--- config.mk ---
export PLATFORM = sky130hd
export DESIGN_NAME = sha2_msg_packer
export DESIGN_NICKNAME = d
export VERILOG_FILES = /design/src/rtl/sha2_pkg.sv /design/src/rtl/sha2_msg_packer.sv
export SDC_FILE = /design/constraint.sdc
export NUM_CORES = 1
export LEC_CHECK = 0
export ABC_CLOCK_PERIOD_IN_PS = 6500
export CAP_MARGIN = 5
export CORE_MARGIN = 8
export CORE_UTILIZATION = 47
export CTS_BUF_LIST = sky130_fd_sc_hd__clkbuf_4 sky130_fd_sc_hd__clkbuf_8 sky130_fd_sc_hd__clkbuf_16
export DETAILED_ROUTE_END_ITERATION = 8
export GPL_TIMING_DRIVEN = 1
export PLACE_DENSITY = 0.73
export SYNTH_ARGS = -nofsm -noshare
export SYNTH_HDL_FRONTEND = slang
export SYNTH_SLANG_ARGS = --single-unit
--- constraint.sdc ---
create_clock -name clk_i -period 6.5 [get_ports clk_i]
set_input_delay 1.625 -clock clk_i [delete_from_list [all_inputs] [get_ports clk_i]]
set_output_delay 1.625 -clock clk_i [all_outputs]
set_load 0.01 [all_outputs]
--- src/rtl/sha2_pkg.sv ---
// Shared types and constants for the SHA-2 message packer.
package sha2_pkg;

   localparam int WordByte = 4;

   typedef enum logic [1:0] {
      StIdle   = 2'd0,
      StAccept = 2'd1,
      StFlush  = 2'd2
   } sha_st_e;

   // Word format consumed by the padding stage: {data, byte mask}.
   typedef struct packed {
      logic [31:0] data;
      logic [3:0]  mask;
   } sha_fifo_t;

   typedef enum logic [31:0] {
      NoError                  = 32'h0,
      SwPushMsgWhenShaDisabled = 32'h1,
      SwInvalidMsgMask         = 32'h2
   } sha_err_code_e;

endpackage

--- src/rtl/sha2_msg_packer.sv ---
// Packs 1..4-byte software writes into full 32-bit FIFO words and flushes the
// trailing partial word at message end, tracking the message length in bits.
//
// state    | meaning
// ---------+---------------------------------------------------------------
// StIdle   | no message open; writes are dropped and flagged
// StAccept | message open; writes are appended to the residual / word
// StFlush  | message ended; emitting residual bytes as a partial word
module sha2_msg_packer
   import sha2_pkg::*;
#(
   parameter bit EndianSwap = 1'b0
) (
   input  logic        clk_i,
   input  logic        rst_i,
   input  logic        sha_en,
   input  logic        hash_start,
   input  logic        hash_process,
   input  logic        msg_valid_i,
   input  logic [31:0] msg_data_i,
   input  logic [3:0]  msg_mask_i,
   output logic        msg_ready_o,
   output logic        fifo_wvalid_o,
   output logic [35:0] fifo_wdata_o,
   input  logic        fifo_wready_i,
   output logic [63:0] message_length_o,
   output logic        err_o,
   output logic        flush_done_o
);

   sha_st_e     r_state, w_state_nxt;
   logic [23:0] r_res_data, w_res_data_nxt;
   logic [1:0]  r_res_cnt, w_res_cnt_nxt;
   logic        r_out_vld, w_out_vld_nxt;
   sha_fifo_t   r_out, w_out_nxt;
   logic [63:0] r_len, w_len_nxt;
   logic        r_err, w_err_nxt;
   logic        r_done, w_done_nxt;
   logic        r_flush_wait, w_flush_wait_nxt;

   logic        w_ready;
   logic        w_wr;
   logic        w_pop;
   logic        w_legal;
   logic [2:0]  w_nbytes;
   logic [2:0]  w_total;
   logic [55:0] w_cat;

   function automatic logic [2:0] f_nbytes(input logic [3:0] m);
      logic [2:0] n;
      case (m)
         4'b0001: n = 3'd1;
         4'b0011: n = 3'd2;
         4'b0111: n = 3'd3;
         4'b1111: n = 3'd4;
         default: n = 3'd0;
      endcase
      return n;
   endfunction

   // Append the enabled bytes of a write directly above the residual bytes.
   function automatic logic [55:0] f_align(input logic [23:0] res,
                                           input logic [1:0]  cnt,
                                           input logic [31:0] data,
                                           input logic [3:0]  mask);
      logic [31:0] d;
      for (int k = 0; k < WordByte; k++) begin
         d[8*k +: 8] = mask[k] ? data[8*k +: 8] : 8'h00;
      end
      return ({24'h0, d} << {cnt, 3'b000}) | {32'h0, res};
   endfunction

   function automatic logic [3:0] f_lowmask(input logic [1:0] cnt);
      logic [3:0] m;
      case (cnt)
         2'd1:    m = 4'b0001;
         2'd2:    m = 4'b0011;
         2'd3:    m = 4'b0111;
         default: m = 4'b0000;
      endcase
      return m;
   endfunction

   function automatic logic [31:0] f_bswap(input logic [31:0] d);
      logic [31:0] v;
      for (int k = 0; k < WordByte; k++) begin
         v[8*k +: 8] = d[8*(WordByte-1-k) +: 8];
      end
      return v;
   endfunction

   function automatic logic [3:0] f_mrev(input logic [3:0] m);
      return {m[0], m[1], m[2], m[3]};
   endfunction

   always_comb begin
      w_ready = 1'b1;
      if (sha_en) begin
         if (r_state == StAccept) begin
            w_ready = !r_out_vld | fifo_wready_i;
         end else if (r_state == StFlush) begin
            w_ready = 1'b0;
         end
      end
   end

   assign w_wr     = msg_valid_i & w_ready;
   assign w_pop    = r_out_vld & fifo_wready_i;
   assign w_nbytes = f_nbytes(msg_mask_i);
   assign w_legal  = (w_nbytes != 3'd0);
   assign w_total  = {1'b0, r_res_cnt} + w_nbytes;
   assign w_cat    = f_align(r_res_data, r_res_cnt, msg_data_i, msg_mask_i);

   always_comb begin
      w_state_nxt      = r_state;
      w_res_data_nxt   = r_res_data;
      w_res_cnt_nxt    = r_res_cnt;
      w_out_vld_nxt    = r_out_vld & ~w_pop;
      w_out_nxt        = r_out;
      w_len_nxt        = r_len;
      w_err_nxt        = 1'b0;
      w_done_nxt       = 1'b0;
      w_flush_wait_nxt = r_flush_wait;

      if (!sha_en) begin
         w_state_nxt      = StIdle;
         w_res_data_nxt   = '0;
         w_res_cnt_nxt    = '0;
         w_out_vld_nxt    = 1'b0;
         w_out_nxt        = '0;
         w_len_nxt        = '0;
         w_flush_wait_nxt = 1'b0;
         w_err_nxt        = msg_valid_i;
      end else if (hash_start) begin
         // A write landing on the start pulse belongs to no message.
         w_state_nxt      = StAccept;
         w_res_data_nxt   = '0;
         w_res_cnt_nxt    = '0;
         w_out_vld_nxt    = 1'b0;
         w_len_nxt        = '0;
         w_flush_wait_nxt = 1'b0;
         w_err_nxt        = w_wr;
      end else begin
         case (r_state)
            StIdle: begin
               w_err_nxt = w_wr;
            end
            StAccept: begin
               if (w_wr) begin
                  if (!w_legal) begin
                     w_err_nxt = 1'b1;
                  end else begin
                     w_len_nxt     = r_len + {58'd0, w_nbytes, 3'b000};
                     w_res_cnt_nxt = w_total[1:0];
                     if (w_total >= 3'd4) begin
                        w_out_nxt.data = w_cat[31:0];
                        w_out_nxt.mask = 4'b1111;
                        w_out_vld_nxt  = 1'b1;
                        w_res_data_nxt = w_cat[55:32];
                     end else begin
                        w_res_data_nxt = w_cat[23:0];
                     end
                  end
               end
               if (hash_process) begin
                  w_state_nxt      = StFlush;
                  w_flush_wait_nxt = 1'b0;
               end
            end
            StFlush: begin
               if (r_flush_wait) begin
                  if (w_pop) begin
                     w_done_nxt       = 1'b1;
                     w_flush_wait_nxt = 1'b0;
                     w_state_nxt      = StIdle;
                  end
               end else if (r_res_cnt == 2'd0) begin
                  w_done_nxt  = 1'b1;
                  w_state_nxt = StIdle;
               end else if (!r_out_vld | fifo_wready_i) begin
                  w_out_nxt.data   = {8'h00, r_res_data};
                  w_out_nxt.mask   = f_lowmask(r_res_cnt);
                  w_out_vld_nxt    = 1'b1;
                  w_res_data_nxt   = '0;
                  w_res_cnt_nxt    = '0;
                  w_flush_wait_nxt = 1'b1;
               end
            end
            default: begin
               w_state_nxt = StIdle;
            end
         endcase
      end
   end

   always_ff @(posedge clk_i or posedge rst_i) begin
      if (rst_i) begin
         r_state      <= StIdle;
         r_res_data   <= '0;
         r_res_cnt    <= '0;
         r_out_vld    <= 1'b0;
         r_out        <= '0;
         r_len        <= '0;
         r_err        <= 1'b0;
         r_done       <= 1'b0;
         r_flush_wait <= 1'b0;
      end else begin
         r_state      <= w_state_nxt;
         r_res_data   <= w_res_data_nxt;
         r_res_cnt    <= w_res_cnt_nxt;
         r_out_vld    <= w_out_vld_nxt;
         r_out        <= w_out_nxt;
         r_len        <= w_len_nxt;
         r_err        <= w_err_nxt;
         r_done       <= w_done_nxt;
         r_flush_wait <= w_flush_wait_nxt;
      end
   end

   assign msg_ready_o      = w_ready;
   assign fifo_wvalid_o    = r_out_vld;
   assign fifo_wdata_o     = EndianSwap ? {f_bswap(r_out.data), f_mrev(r_out.mask)} : r_out;
   assign message_length_o = r_len;
   assign err_o            = r_err;
   assign flush_done_o     = r_done;

endmodule

After elaboration in Yosys (flattened, before gate mapping)
Index checks and enable logic that the tools add are counted.
Word-level totals
  bits of input ports: 43
  memories kept: 0
  RAM bits: 0
  bits in read-only memories: 0
  output and inout bits: 104
  bits in latches: 0
  bits in registers: 132
  word-level logic and storage cells: 134
Cells by class
  shift operators: 1
  bitwise operators: 6
  equal/unequal tests: 30
  $mul: 0
  add/sub/neg operators: 2
  div/mod/pow operators: 0
  magnitude comparators: 1
  reductions and logical operators: 9
  multiplexer cells: 75
Operators by type and width (count)
  $mux W64: 5
  $mux W36: 8
  $mux W24: 8
  $pmux W36 S2: 1
  $add A64 B6 Y64: 1
  $or A56 B24 Y56: 1
  $shl A32 B5 Y56: 1
  $pmux W24 S2: 1
  $mux W8: 4
  $mux W1: 28
  $mux W2: 13
  $ne A4 B4 Y1 const B: 6
  $ne A3 B3 Y1 const B: 6
  $ne A3 B1 Y1 const B: 4
  $pmux W3 S4: 1
  $pmux W3 S3: 1
  $reduce_and A8 Y1: 1
  $eq A2 B2 Y1 const B: 3
  $pmux W1 S2: 3
  $pmux W2 S3: 1
  $reduce_and A6 Y1: 1
  $ne A5 B4 Y1 const B: 1
  $ne A5 B5 Y1 const B: 1
  $eq A2 B1 Y1 const B: 2
  other kinds (19): 22

Logic depth before layout (Yosys ltp)
  depth after elaboration: 10
  mapped depth: 15
  mapped depth without buffers: 12

Worst setup path after synthesis
OpenSTA, ideal clock, no wires.
  path kind: input port to flip-flop
  from: input port msg_mask_i[0]
  to: register r_len[15], in the netlist message_length_o[15]
  slack: 1.891 ns
  setup time: 0.077 ns
  buffers on the path: 4
  arrival time: 4.531 ns
  stages: 13
  required time: 6.423 ns
  cells stage by stage: buf_2 -> clkbuf_1 -> buf_1 -> nor3b_1 -> ha_1 -> inv_1 -> fa_1 -> nor2b_1 -> nor2_1 -> or4_1 -> buf_2 -> or3_1 -> a21oi_1
Between the ends
  word-level cells in the longest chain between the ends: 8
  elaborated cells on any way between the ends: 14
  classes of those cells: add/sub: 1; eq/ne: 5; mux: 6; reduce/logical: 2
RTL lines
  start, declared: RTL line sha2_msg_packer.sv:21  | input logic [3:0] msg_mask_i,
  $eq A4 B4 Y1 (tied with other cells): RTL line sha2_msg_packer.sv:51  | case (m)
  $pmux W3 S4 *: RTL line sha2_msg_packer.sv:51
  $add A64 B6 Y64: RTL line sha2_msg_packer.sv:153  | w_len_nxt = r_len + {58'd0, w_nbytes, 3'b000};
  $mux W64: RTL line sha2_msg_packer.sv:150  | if (!w_legal) begin
  $mux W64: RTL line sha2_msg_packer.sv:149  | if (w_wr) begin
  $mux W64: RTL line sha2_msg_packer.sv:144  | case (r_state)
  $mux W64: RTL line sha2_msg_packer.sv:134  | end else if (hash_start) begin
  $mux W64: RTL line sha2_msg_packer.sv:125  | if (!sha_en) begin
  end signal, assigned: RTL line sha2_msg_packer.sv:213  | r_len <= w_len_nxt;
  end, declared: RTL line sha2_msg_packer.sv:36  | logic [63:0] r_len, w_len_nxt;
Mark *: on every way between the ends. The rest lies on a longest branch, timed or not. The select of a mux whose other input is x is not followed.
A chain may end at the register's enable or synchronous reset.

Worst setup path after layout
  from: input port sha_en
  to: output port msg_ready_o
Between the ends
  word-level cells in the longest chain between the ends: 1
RTL lines
  start, declared: RTL line sha2_msg_packer.sv:16  | input logic sha_en,
  $mux W1: RTL line sha2_msg_packer.sv:98  | if (sha_en) begin
  end, declared: RTL line sha2_msg_packer.sv:22  | output logic msg_ready_o,
Every way passes these cells.

==> reports/results.txt <==
The tool flagged a number of max-cap violations equal to 0. For flop-to-flop paths, the worst setup slack is 2.80 ns. Setup repair after global routing left no endpoint under its margin. In this run the most critical hold path is launched from r_res_data[20].

The total of fill cells in the finished design was 1420; the cell count after synthesis was 914. The transition at the pin with the smallest max-transition slack is 1.15 ns. The tools report the highest clock rate as 0.202 GHz. The leakage power total is 0.00398 uW.

The area of the die was 21000 sq um. The detailed router placed 7447 vias in this run. The H-tree was split into 4 levels.

The count of nets left with antenna violations once routing finished came out at 0. The tools report the hold violation total from the final report as 0. The placed wire-length estimate after detailed placement is 16500 um. Classification of the worst-slack hold path: flip-flop to flip-flop. After clock tree synthesis, the flow added hold-fix buffers numbering 0. The tools report the relative slew slack as 23.0%. The critical path class is input pin to primary output.

The critical path arrival came out at 3.33 ns. The synthesized design contains 0 enable-type register cells. For the worst setup path, the data required time is 4.88 ns. After clock tree synthesis, the clock-pin slew on the worst setup and hold paths is 0.05 ns. The run finished with clean final reports.

The run gives 17 as the number of buffers added by the clock tree synthesis step. In this run, synthesis produced a sequential element count of 129. The clock tree root buffer cell is clkbuf_16.

The worst setup path is launched from an input pin. In this run the worst path has a maximum fanout of 19. The tools report the count of unresolved DRC violations after routing as 0.

In the post-route analysis, the smallest setup slack over all paths is 1.55 ns. Number of clock sinks: 129. The number of pins exceeding their max-slew limit in the final report was 0; the final sum of negative setup slack was 0 ns.

The placer congestion estimate was 0.912. The tools report the setup-violating endpoint count in the final report as 0. For this configuration, the core starts out at a cell density of 47.7%. The largest vdd supply drop is 0.208 mV, and the remaining global-route overflow is 0. Post-CTS repair changed the size of 0 cells.

After detailed routing, the average wire length per cell comes to 19.1 um. Between clock sinks in the finished design, the worst skew comes to 0.00565 ns. The number of port buffers was 143; the count of unique library cells instantiated by Yosys was 58. At the placement stage, the worst setup path has a slack of 1.28 ns. Registers take 3230 sq um. Hold-critical path endpoint: r_res_data[20]. In this run the power density over the cells is 204 nW/um^2. In this run the critical register-to-register path is captured at fifo_wdata_o[26]. For the worst flop-to-flop path, the logic depth is 10. From bottom edge to top edge, the die measures 145 um. TritonCTS built the clock tree. In this run the horizontal extent of the chip is 145 um. For the worst-skew pair, the clock arrives at the later sink with an insertion delay of 0.43 ns.

The area of the core was 16400 sq um. The worst setup path is captured at a primary output. The worst hold path cell count is 1, and the initial antenna violation count is 1.

For the number of buffers inserted by post-CTS setup repair, the log shows 0. The area added between synthesis and finish is 27.3%, and the aggregate global-route resource usage is 22.7%. The worst register-to-register path begins at r_res_cnt[1]. The logs give 0 for the number of warnings issued by yosys and 67 for the pin count of the biggest net entering global routing.

The post-route minimum period works out to 4.95 ns. The logs give 47 for the row count and 1072 for the net count reported at finish. The dominant synthesized flop cell was dfrtp_1. Count of antenna diodes in the layout: 0.

The area taken by multi-input logic gates was 4210 sq um. Summing every instance area after synthesis gives 7820 sq um. For this run, the detailed router's first-pass iteration total came to 5. The async set-or-reset flop fraction in the synthesized netlist is 100%. The final layout contains routed wiring with a total length of 24000 um. The share of layout cells above drive strength 1 is 8.43%.

The share of the clock period used by the worst path after layout is 76.2%, and the DRC marker count from the first detailed-route iteration is 867. The maximum buffer depth of the clock tree is 2, and the synthesized area per cell is 8.56 sq um. The average vias per placed instance is 5.95.

For the total I/O pin count, the log shows 147. The tools report the number of global-route vias before repair as 7167. The first global-routing pass estimated 39200 um of wire.

The run gives 41.3% as the sequential cell area fraction in the yosys report.
[synthesized netlist by cell type, drive strengths merged, types with 2 or more instances]
cell | n | area share, %
nor2 | 136 | 6.5
dfrtp | 129 | 41
nand3 | 78 | 5.3
nand2 | 75 | 3.6
a21oi | 62 | 4.0
o21ai | 50 | 3.3
clkbuf | 41 | 2.0
xnor2 | 39 | 4.4
buf | 36 | 2.5
nor3 | 26 | 2.0
nor4 | 24 | 2.8
o22a | 24 | 2.7
nor3b | 22 | 2.3
nand4 | 18 | 1.4
inv | 16 | 0.77
a31oi | 13 | 1.0
xor2 | 11 | 1.2
o211a | 10 | 1.3
a311oi | 8 | 0.90
nor2b | 8 | 0.64
o41ai | 8 | 0.90
a2111oi | 7 | 0.78
a221oi | 7 | 0.78
ha | 7 | 1.1
nand2b | 6 | 0.48
nor4b | 6 | 1.2
or3 | 6 | 0.48
and4 | 5 | 0.62
o31ai | 4 | 0.38
or4 | 4 | 0.38
and2 | 3 | 0.24
and3 | 3 | 0.24
nand3b | 3 | 0.29
o21a | 3 | 0.29
a21o | 2 | 0.19
fa | 2 | 0.51
mux2i | 2 | 0.26
or2 | 2 | 0.16
[cell families (layout without fill, tap and decap cells)]
kind of cell,Yosys count,after routing,synth area share (%)
AOI/OAI and AO/OA,204,204,17.1
xor gates and xnor gates,50,50,5.60
adders and majority gates,9,9,1.63
buffers and inverters,93,209,5.28
DFF,129,129,41.3
muxes,2,2,0.256
other,1,3,0.0479
and+or+nand+nor,426,426,28.8
[cell type report]
class / instances / share of cell area, %
Multi-Input combinational cell: 694 / 42.3
Sequential cell: 129 / 32.4
Timing Repair Buffer: 162 / 15.8
Clock buffer: 25 / 5.00
Tap cell: 220 / 2.76
Clock inverter: 6 / 1.06
Inverter: 16 / 0.628
[worst max-delay path, cell delays in order]
cell and delay, ns:
clkdlybuf4s50_1 0.96, nand2_1 0.21, clkdlybuf4s50_1 0.53
[per-stage QoR]
stage               utilization, %  total power (uW)  std cells  hold WS, ns  area (sq um)
finish                        60.7              2030       1252        0.488          9960
global route                  60.7              2100       1252        0.497          9960
CTS                           60.7              2040       1252        0.489          9960
detailed placement            57.0              1050       1221        0.477          9350
global placement              57.0              1050       1221        0.469          9350
floorplan                        -               971        916        0.456          7830
[metal layers]
layer / global-route usage, % / routed length, um / vias up
li1: - / - / 3489
met1: 30.2 / 10400 / 3554
met2: 33.2 / 10500 / 347
met3: 7.28 / 2270 / 55
met4: 9.99 / 749 / 2
met5: 0 / 10 / -
[report_power, final]
group	internal, uW	switching (uW)
Combinational	76.0	136
Clock	644	345
Sequential	821	10.2
[worst max-delay path by stage]
| stage | start | to | slack (ns) |
|---|---|---|---|
| after floorplan | rst_i | err_o | 1.43 |
| after global routing | msg_mask_i[1] | fifo_wdata_o[26] | 1.38 |
| after global placement | msg_mask_i[1] | r_res_data[10] | 1.45 |
| after detailed placement | msg_mask_i[1] | fifo_wdata_o[26] | 1.28 |
| final | sha_en | msg_ready_o | 1.55 |
| after CTS | sha_en | msg_ready_o | 1.56 |
[cell usage in the layout (no fill, tap or decap), types with 5 or more instances in the layout]
cell type	netlist	routed
a221oi_1	7	7
nor4_1	13	13
xor2_1	11	10
a311oi_1	8	8
xnor2_1	39	39
or3_1	6	6
a31oi_1	13	12
nor4b_2	6	6
clkbuf_16	0	17
nor2b_1	8	8
nand3_1	74	74
o41ai_1	8	8
o211a_1	10	10
o22a_1	24	24
ha_1	7	7
a21oi_1	62	62
inv_1	16	15
nand2b_1	6	5
dfrtp_1	129	129
a2111oi_0	7	7
nand2_1	74	74
nor3_2	5	5
nand4_1	18	18
nor3_1	21	21
nor3b_1	21	21
clkdlybuf4s50_1	0	143
buf_4	7	19
nor4_2	11	11
o21ai_0	45	45
clkbuf_4	0	6
nor2_1	136	136
[sequential cells by signal, indices dropped and copies added (netlist names)]
register          count
message_length_o     61
r_state               2
fifo_wvalid_o         1
err_o                 1
r_res_data           24
r_res_cnt             2
flush_done_o          1
r_flush_wait          1
fifo_wdata_o         36
No activity file was read; power rests on OpenSTA's default activity.
